[src/rtl/core_debug_ctrl.sv]
// Debug sequencer for the RV32 core: takes halt/run/step/dump commands from the host link,
// drives the core's debug pins, and streams a scan of debug addresses back out.
module core_debug_ctrl #(
    parameter int ADDR_W     = 7,
    parameter int DATA_W     = 32,
    parameter int SCAN_LAST  = 127,
    parameter int CNT_W      = 16,
    parameter bit RESET_HALT = 1'b0
) (
    input  logic              clk,
    input  logic              rst,
    input  logic              cmd_valid,
    output logic              cmd_ready,
    input  logic [1:0]        cmd_op,
    input  logic [CNT_W-1:0]  cmd_n,
    output logic              debug_en,
    output logic              debug_step,
    output logic [ADDR_W-1:0] debug_addr,
    input  logic [DATA_W-1:0] debug_data,
    output logic              dump_valid,
    input  logic              dump_ready,
    output logic [ADDR_W-1:0] dump_addr,
    output logic [DATA_W-1:0] dump_data,
    output logic              busy
);

    typedef enum logic [2:0] {
        S_RUN,
        S_HALT,
        S_STEP_HI,
        S_STEP_LO,
        S_DUMP_ADDR,
        S_DUMP_OUT
    } state_t;

    localparam logic [1:0]        OP_HALT = 2'd0;
    localparam logic [1:0]        OP_RUN  = 2'd1;
    localparam logic [1:0]        OP_STEP = 2'd2;
    localparam logic [ADDR_W-1:0] LAST    = ADDR_W'(SCAN_LAST);
    localparam state_t RESET_STATE = RESET_HALT ? S_HALT : S_RUN;

    state_t            state;
    logic [CNT_W-1:0]  count;
    logic [ADDR_W-1:0] addr;

    // Everything the core and host see is decoded from the registered state.
    assign cmd_ready  = (state == S_RUN) || (state == S_HALT);
    assign busy       = !cmd_ready;
    assign debug_en   = (state != S_RUN);
    assign debug_step = (state == S_STEP_HI);
    assign debug_addr = ((state == S_DUMP_ADDR) || (state == S_DUMP_OUT)) ? addr : '0;

    always_ff @(posedge clk) begin
        if (rst) begin
            state      <= RESET_STATE;
            count      <= '0;
            addr       <= '0;
            dump_valid <= 1'b0;
            dump_addr  <= '0;
            dump_data  <= '0;
        end else begin
            case (state)
                S_RUN, S_HALT: begin
                    if (cmd_valid) begin
                        case (cmd_op)
                            OP_HALT: state <= S_HALT;
                            OP_RUN:  state <= S_RUN;
                            OP_STEP: begin
                                if (cmd_n == '0) begin
                                    state <= S_HALT;
                                end else begin
                                    count <= cmd_n;
                                    state <= S_STEP_HI;
                                end
                            end
                            default: begin
                                addr  <= '0;
                                state <= S_DUMP_ADDR;
                            end
                        endcase
                    end
                end
                S_STEP_HI: state <= S_STEP_LO;
                S_STEP_LO: begin
                    count <= count - 1'b1;
                    state <= (count == CNT_W'(1)) ? S_HALT : S_STEP_HI;
                end
                // The core presents data for debug_addr in the same cycle, so capture it here.
                S_DUMP_ADDR: begin
                    dump_data  <= debug_data;
                    dump_addr  <= addr;
                    dump_valid <= 1'b1;
                    state      <= S_DUMP_OUT;
                end
                S_DUMP_OUT: begin
                    if (dump_ready) begin
                        dump_valid <= 1'b0;
                        if (addr == LAST) begin
                            addr  <= '0;
                            state <= S_HALT;
                        end else begin
                            addr  <= addr + 1'b1;
                            state <= S_DUMP_ADDR;
                        end
                    end
                end
                default: state <= RESET_STATE;
            endcase
        end
    end

endmodule

[config.mk]
export PLATFORM = sky130hd
export DESIGN_NAME = core_debug_ctrl
export DESIGN_NICKNAME = d
export VERILOG_FILES = /design/src/rtl/core_debug_ctrl.sv
export SDC_FILE = /design/constraint.sdc
export NUM_CORES = 1
export LEC_CHECK = 0
export BUFFER_PORTS_ARGS = -buffer_cell sky130_fd_sc_hd__buf_4
export CELL_PAD_IN_SITES_DETAIL_PLACEMENT = 1
export CELL_PAD_IN_SITES_GLOBAL_PLACEMENT = 1
export CORE_MARGIN = 5
export CORE_UTILIZATION = 38
export DETAILED_ROUTE_END_ITERATION = 16
export PLACE_DENSITY = 0.92
export SLEW_MARGIN = 20
export SYNTH_ARGS = -nofsm -noshare
export SYNTH_HDL_FRONTEND = slang
export SYNTH_SLANG_ARGS = --single-unit
[constraint.sdc]
create_clock -name clk -period 5.3 [get_ports clk]
set_clock_uncertainty 0.05 [all_clocks]
set_input_delay 0.53 -clock clk [delete_from_list [all_inputs] [get_ports clk]]
set_output_delay 0.53 -clock clk [all_outputs]
set_load 0.05 [all_outputs]
==> results of run 1 <==
## final timing paths
kind | startpoint | depth (start not counted) | end | slack (ns)
worst min register to register | dump_data[23]$_SDFFE_PP0P_ | 2 | dump_data[23]$_SDFFE_PP0P_ | 0.41
worst max-delay path | state[2]$_SDFFE_PP0P_ | 3 | debug_addr[2] | 2.83
worst min-delay path | debug_data[27] | 3 | dump_data[27]$_SDFFE_PP0P_ | 0.38
worst max register to register | state[1]$_SDFFE_PP0P_ | 6 | count[0]$_SDFFE_PP0P_ | 2.88
## state kept, by name (all words and copies together), names as in the netlist
register / cells
dump_addr: 7
count: 16
state: 3
dump_data: 32
dump_valid: 1
addr: 7
## critical path: cells and delay by family (launching register included)
family | cells | cell delay [ns]
buffers and inverters | 1 | 0.20
AND/OR/NAND/NOR | 2 | 0.82
flip-flops | 1 | 0.53
## metrics by stage
step | instance area (sq um) | hold WS (ns) | worst slack [ns] | util
floorplan | 2970 | 0.403 | 2.79 | -
global placement | 3760 | 0.393 | 2.99 | 0.492
detailed placement | 3760 | 0.402 | 2.93 | 0.492
CTS | 3990 | 0.369 | 2.81 | 0.521
global route | 3990 | 0.380 | 2.63 | 0.521
finish | 3990 | 0.380 | 2.83 | 0.521
## cell type report
| cell class | count | area [sq um] |
|---|---|---|
| inverters | 4 | 15.0 |
| multi-input cells | 277 | 1500 |
| clock inverters | 6 | 88.8 |
| repair buffers | 106 | 796 |
| well taps | 102 | 128 |
| fillers | 952 | 3660 |
| flip-flops and latches | 66 | 1320 |
| clock buffers | 10 | 138 |
## power by group
part	switching, mW	total, mW	internal, mW	leakage (nW)
clock network	0.205	0.483	0.279	0.109
registers	0.0195	0.534	0.514	0.535
logic	0.121	0.197	0.0756	0.978
## logic make-up after synthesis
group           after synthesis  share of synthesized area
fa+ha+maj                     3                     0.0126
buf+inv                      28                     0.0497
compound gates               85                      0.169
simple gates                185                      0.312
flops                        66                      0.445
xor+xnor                      4                     0.0118
## synthesized netlist by cell type, drive strengths merged, types with 4 or more instances
library cell  number  area share
nand3b             5       0.017
o211ai             6       0.015
buf                5       0.012
o21ai              4      0.0067
or3                4       0.010
nand2b             6       0.013
a31oi             12       0.025
nor2b              4      0.0084
and2               7       0.015
nand3              9       0.015
nand4              5       0.011
clkbuf            18       0.030
dfxtp             66        0.45
nor2              18       0.023
a21oi             52       0.088
nor3               7       0.013
nand2             98        0.12
nor4               8       0.024
inv                4      0.0051
## metal layers
layer | vias up | routed length, um | track usage | share of wire
li1 | 1477 | - | - | -
met2 | 69 | 4730 | 0.342 | 0.52
met3 | 14 | 445 | 0.0443 | 0.049
met4 | 0 | 167 | 0.0735 | 0.018
met5 | - | 0 | 0 | 0
met1 | 1423 | 3820 | 0.214 | 0.42
==> key figures, run 1 <==
Floorplan
  – Starting Density: 0.388
  – Total die area: 9680 sq um
  – Die outline height: 98.4 um
  – Floorplan row count: 32
  – Core Region: 7650 sq um
  – Boundary pin count: 105
  – Overall die width: 98.4 um

Synthesis
  – Net count of the mapped netlist: 428
  – Part of the Yosys area used for sequential elements: 0.445
  – Async set or reset register ratio after synthesis: 0
  – Distinct cells, synth: 50
  – Number of synthesized flops with an enable pin: 0
  – Number of register bits inferred by synthesis: 66
  – Mapped Cells: 371
  – Average cell area after synthesis: 8.00 sq um
  – Ys Warns: 0
  – Post-Synthesis Cell Area: 2970 sq um
  – Primary FF master, synth: sky130_fd_sc_hd__dfxtp_1

Power and ir drop
  – Total power consumption of the routed design: 1.21 mW
  – Static power due to leakage: 1.62 nW
  – Peak supply drop: 0.150 mV
  – Power density cells: 304 nW/um^2

Detailed routing
  – Drt first-iter violations: 116
  – Length of the first detailed-routing pass in iterations: 4
  – Remaining antenna violation count after routing: 0
  – DR DRC count: 0
  – Per-cell routed wire length: 16.1 um
  – Via-per-instance ratio: 5.22
  – Sum of routed wire length over all layers: 9170 um
  – Total vias in the final route: 2983

Setup path
  – Crit path required time: 4.72 ns
  – Master of the slowest instance on the critical path: sky130_fd_sc_hd__nor2b_1
  – Startpoint Class: flop
  – Path type of the worst setup path: flop to primary output
  – Type of destination of the critical path: primary output
  – Critical path fanouts, max: 12
  – Ordered list of cells on the worst path: nor2b_1 -> and2_1 -> buf_4
  – Worst path arrival time: 1.89 ns
  – Delay of the slowest cell on the worst path: 0.58 ns

Placement
  – Cell count after placement: 555
  – Final estimated routing congestion in global placement: 0.840
  – Estimated wirelength of the detail-placed design: 6680 um
  – Number of buffers inserted by port buffering: 104

Final layout
  – Most frequent standard cell in the layout excluding fill and tap cells: sky130_fd_sc_hd__buf_4
  – Top library cells by usage in the layout, fill and taps aside: sky130_fd_sc_hd__buf_4 (106), sky130_fd_sc_hd__nand2_1 (98), sky130_fd_sc_hd__dfxtp_1 (66), sky130_fd_sc_hd__a21oi_1 (52), sky130_fd_sc_hd__nor2_1 (18)
  – Fraction of layout cells with a size suffix above 1: 0.290
  – Area added between synthesis and finish: 34.4%
  – Number of antenna diodes: 0
  – Final #Nets: 521
  – Number of non-filler instances in the completed layout: 571

Clocking
  – Number of setup buffers added after CTS: 0
  – Num Clock Sinks: 66
  – CTS root buffer: sky130_fd_sc_hd__clkbuf_8
  – CTS H-tree depth: 3
  – CTS tree: done
  – Latest clock arrival within the worst-skew pair: 0.34 ns
  – Number of buffers inserted during clock tree synthesis: 9
  – Worst-case clock buffer depth: 2
  – Clock transition at the register clock pins on the worst setup and hold paths after CTS: 0.08 ns
  – Post-CTS Resized: 0
  – Hold-fix buffers, CTS: 0

STA
  – Slew of the pin with the lowest slew margin: 0.694 ns
  – Endpoints failing hold: 0
  – Crit path time final: 2.47 ns
  – Achievable clock frequency: 0.405 GHz
  – Worst rel slew slack: 0.537
  – Summed negative setup slack over all endpoints: 0 ns
  – Final setup violation count: 0
  – Crit share post-route: 0.466
  – Number of max-slew violations in the final report: 0
  – Unrepaired setup endpoints after global routing: false

Min path
  – Worst hold path type: primary input to flop

Global routing
  – Overflow after GRT: 0
  – Vias in the first global route: 3164
  – Global-route wire length before repair: 15200 um
  – Number of antenna violations at the first check in global routing: 0
  – Tot GR Track Use: 0.189
  – Maximum number of pins on one net before global-route repair: 65

Job
  – Max-cap violation count: 0

Status
  – Status: finished, final reports clean
Note: power is estimated with default switching activity, not from simulation.
==> inputs of run 2 (changes only) <==
CORE_UTILIZATION = 32   (was 38)
PLACE_DENSITY = 0.83   (was 0.92)
clock period = 2.05 ns   (was 5.3 ns; I/O delays follow)
==> run 2 against run 1 <==
Utilization is 6.6 points lower. Die area is 17% higher. Via count is 1.3% higher. Clock power grew to 2.6 times the previous value. Flip-flop and latch count stayed put. Largest power group unchanged. First-iteration DRC count is 25% lower.
==> key figures, run 2 (synthesized netlist as in run 1, its figures left out) <==
Clocking
  – Clock transition at the register clock pins on the worst setup and hold paths after CTS: 0.07 ns (was 0.08 ns)
  – CTS tree: done (unchanged)
  – Number of buffers inserted during clock tree synthesis: 9 (unchanged)
  – Num Clock Sinks: 66 (unchanged)
  – Worst-case clock buffer depth: 2 (unchanged)
  – Latest clock arrival within the worst-skew pair: 0.34 ns (about the same)
  – CTS root buffer: sky130_fd_sc_hd__clkbuf_8 (unchanged)
  – CTS H-tree depth: 3 (unchanged)
  – Hold-fix buffers, CTS: 0 (unchanged)

Power and ir drop
  – Peak supply drop: 0.366 mV (was 0.150 mV)
  – Static power due to leakage: 1.72 nW (was 1.62 nW)
  – Power density cells: 759 nW/um^2 (was 304 nW/um^2)

Setup path
  – Master of the slowest instance on the critical path: sky130_fd_sc_hd__or4_4 (was sky130_fd_sc_hd__nor2b_1)
  – Critical path fanouts, max: 6 (was 12)
  – Path type of the worst setup path: flop to flop (was flop to primary output)
  – Worst path arrival time: 2.14 ns (was 1.89 ns)
  – Depth of the worst register-to-register path: 6 (unchanged)
  – End point of the critical path: count[14]$_SDFFE_PP0P_ (was debug_addr[2])
  – Type of destination of the critical path: flop (was primary output)
  – Flop-to-flop setup slack: 0.07 ns (was 2.88 ns)
  – Crit path required time: 2.22 ns (was 4.72 ns)
  – Startpoint Class: flop (unchanged)
  – Start point of the critical path: count[1]$_SDFFE_PP0P_ (was state[2]$_SDFFE_PP0P_)
  – Critical R2R Launch: count[1]$_SDFFE_PP0P_ (was state[1]$_SDFFE_PP0P_)
  – Critical register-to-register path endpoint: count[14]$_SDFFE_PP0P_ (was count[0]$_SDFFE_PP0P_)
  – Delay of the slowest cell on the worst path: 0.47 ns (was 0.58 ns)
  – Ordered list of cells on the worst path: inv_2 -> ha_2 -> or3b_4 -> or4_4 -> o311ai_2 -> a21oi_1 (was nor2b_1 -> and2_1 -> buf_4)

STA
  – Slew of the pin with the lowest slew margin: 0.381 ns (was 0.694 ns)
  – Worst rel slew slack: 0.744 (was 0.537)
  – Endpoints failing hold: 0 (unchanged)
  – Unrepaired setup endpoints after global routing: false (unchanged)
  – Crit path time final: 1.98 ns
  – Final setup violation count: 0 (unchanged)
  – Number of max-slew violations in the final report: 0 (unchanged)
  – Crit share post-route: 0.964
  – Achievable clock frequency: 0.506 GHz
  – Final Worst Setup Slack: 0.0746 ns (was 2.83 ns)

Final layout
  – Regs by FF count: dump_data (32), count (16) (unchanged)
  – Number of filler instances in the final layout: 1108 (was 952)
  – Largest register by flop count: dump_data (unchanged)
  – Top library cells by usage in the layout, fill and taps aside: sky130_fd_sc_hd__buf_4 (123), sky130_fd_sc_hd__nand2_1 (98), sky130_fd_sc_hd__dfxtp_1 (64), sky130_fd_sc_hd__a21oi_1 (52), sky130_fd_sc_hd__nor2_1 (17) (was sky130_fd_sc_hd__buf_4 (106), sky130_fd_sc_hd__nand2_1 (98), sky130_fd_sc_hd__dfxtp_1 (66), sky130_fd_sc_hd__a21oi_1 (52), sky130_fd_sc_hd__nor2_1 (18))
  – Most frequent standard cell in the layout excluding fill and tap cells: sky130_fd_sc_hd__buf_4 (unchanged)
  – Fin area: 4170 sq um (was 3990 sq um)
  – Fraction of layout cells with a size suffix above 1: 0.333 (was 0.290)
  – Share of the core filled with cells in the final layout: 0.456 (was 0.521)
  – Number of antenna diodes: 0 (unchanged)
  – Final #Nets: 539 (was 521)
  – Number of non-filler instances in the completed layout: 598 (was 571)
  – Area added between synthesis and finish: 40.6% (was 34.4%)
  – Number of flip-flops in the largest register: 32 (unchanged)

Floorplan
  – Total die area: 11300 sq um (was 9680 sq um)
  – Overall die width: 106 um (was 98.4 um)
  – Die outline height: 106 um (was 98.4 um)
  – Core Region: 9150 sq um (was 7650 sq um)
  – Starting Density: 0.324 (was 0.388)
  – Floorplan row count: 35 (was 32)
  – Boundary pin count: 105 (unchanged)

Detailed routing
  – Remaining antenna violation count after routing: 0 (unchanged)
  – Sum of routed wire length over all layers: 9190 um (was 9170 um)
  – Per-cell routed wire length: 15.4 um (was 16.1 um)
  – Drt first-iter violations: 87 (was 116)
  – Via-per-instance ratio: 5.05 (was 5.22)
  – Length of the first detailed-routing pass in iterations: 4 (unchanged)
  – Total vias in the final route: 3022 (was 2983)
  – DR DRC count: 0 (unchanged)

Global routing
  – Vias in the first global route: 3201 (was 3164)
  – Maximum number of pins on one net before global-route repair: 41 (was 65)
  – Number of antenna violations at the first check in global routing: 0 (unchanged)
  – Global-route wire length before repair: 15200 um (about the same)
  – Overflow after GRT: 0 (unchanged)
  – Tot GR Track Use: 0.164 (was 0.189)

Placement
  – Post-Place Cell Area: 3910 sq um (was 3760 sq um)
  – Estimated wirelength of the detail-placed design: 6890 um (was 6680 um)
  – Number of buffers inserted by port buffering: 104 (unchanged)
  – Final estimated routing congestion in global placement: 0.800 (was 0.840)
  – Cell count after placement: 580 (was 555)
  – DP Worst Slack: -0.0698 ns (was 2.93 ns)

Status
  – Status: finished, final reports clean (unchanged)

Min path
  – Min-Delay Path Depth: 3 (unchanged)
  – Worst hold path type: primary input to flop (unchanged)
  – Source of the worst hold timing path: debug_data[16] (was debug_data[27])

Job
  – Max-cap violation count: 0 (unchanged)
run 2: worst min-delay path by stage:
stage	slack (ns)	to
5_1_grt	0.06	dump_data[25]$_SDFFE_PP0P_
3_5_place_dp	0.40	dump_addr[0]$_SDFFE_PP0P_
3_3_place_gp	0.39	dump_data[31]$_SDFFE_PP0P_
4_1_cts	0.05	dump_data[13]$_SDFFE_PP0P_
2_1_floorplan	0.29	dump_data[0]$_SDFFE_PP0P_
6_report	0.07	dump_data[16]$_SDFFE_PP0P_
run 2: area by class of cell:
type / instances / area (sq um) / share of cell area
multi-input combinational: 277 / 1520 / 0.365
sequential: 66 / 1320 / 0.317
timing repair buffer: 124 / 943 / 0.226
tap: 111 / 139 / 0.0333
clock buffer: 10 / 138 / 0.0330
clock inverter: 6 / 88.8 / 0.0213
inverter: 4 / 15.0 / 0.00360
run 2: stage by stage:
stage | hold WS, ns | setup TNS (ns) | power (mW)
floorplan | 0.291 | 0 | 1.72
global placement | 0.393 | 0 | 1.93
detailed placement | 0.400 | -0.0871 | 1.95
CTS | 0.0468 | 0 | 3.21
global route | 0.0583 | 0 | 3.31
finish | 0.0675 | 0 | 3.17
run 2: repair_timing:
action,CTS,global route
pin swaps,4,1
setup buffers,2,0
endpoints found under the hold margin,0,0
resized for setup,5,3
cloned,0,0
endpoints found under the setup margin,3,10
run 2: report_power, final:
| part | leakage [nW] | switching, mW | internal [mW] | total (mW) |
|---|---|---|---|---|
| Clock | 0.109 | 0.515 | 0.720 | 1.24 |
| Sequential | 0.536 | 0.0392 | 1.33 | 1.37 |
| Combinational | 1.08 | 0.333 | 0.230 | 0.562 |
| Total | 1.72 | 0.887 | 2.28 | 3.17 |
run 2: worst max-delay path, delay by kind of cell, from the launching register on:
family                     cells  cell delay [ns]
buffers and inverters          1             0.06
adders and majority gates      1             0.19
DFF                            1             0.33
AOI/OAI and AO/OA              2             0.38
and+or+nand+nor                2             0.85
run 2: routing by layer:
metal	vias up	GRT usage	wire [um]
li1	1503	-	-
met1	1424	0.194	3980
met2	81	0.282	4470
met3	14	0.0425	600
met4	0	0.0675	143
met5	-	0	0
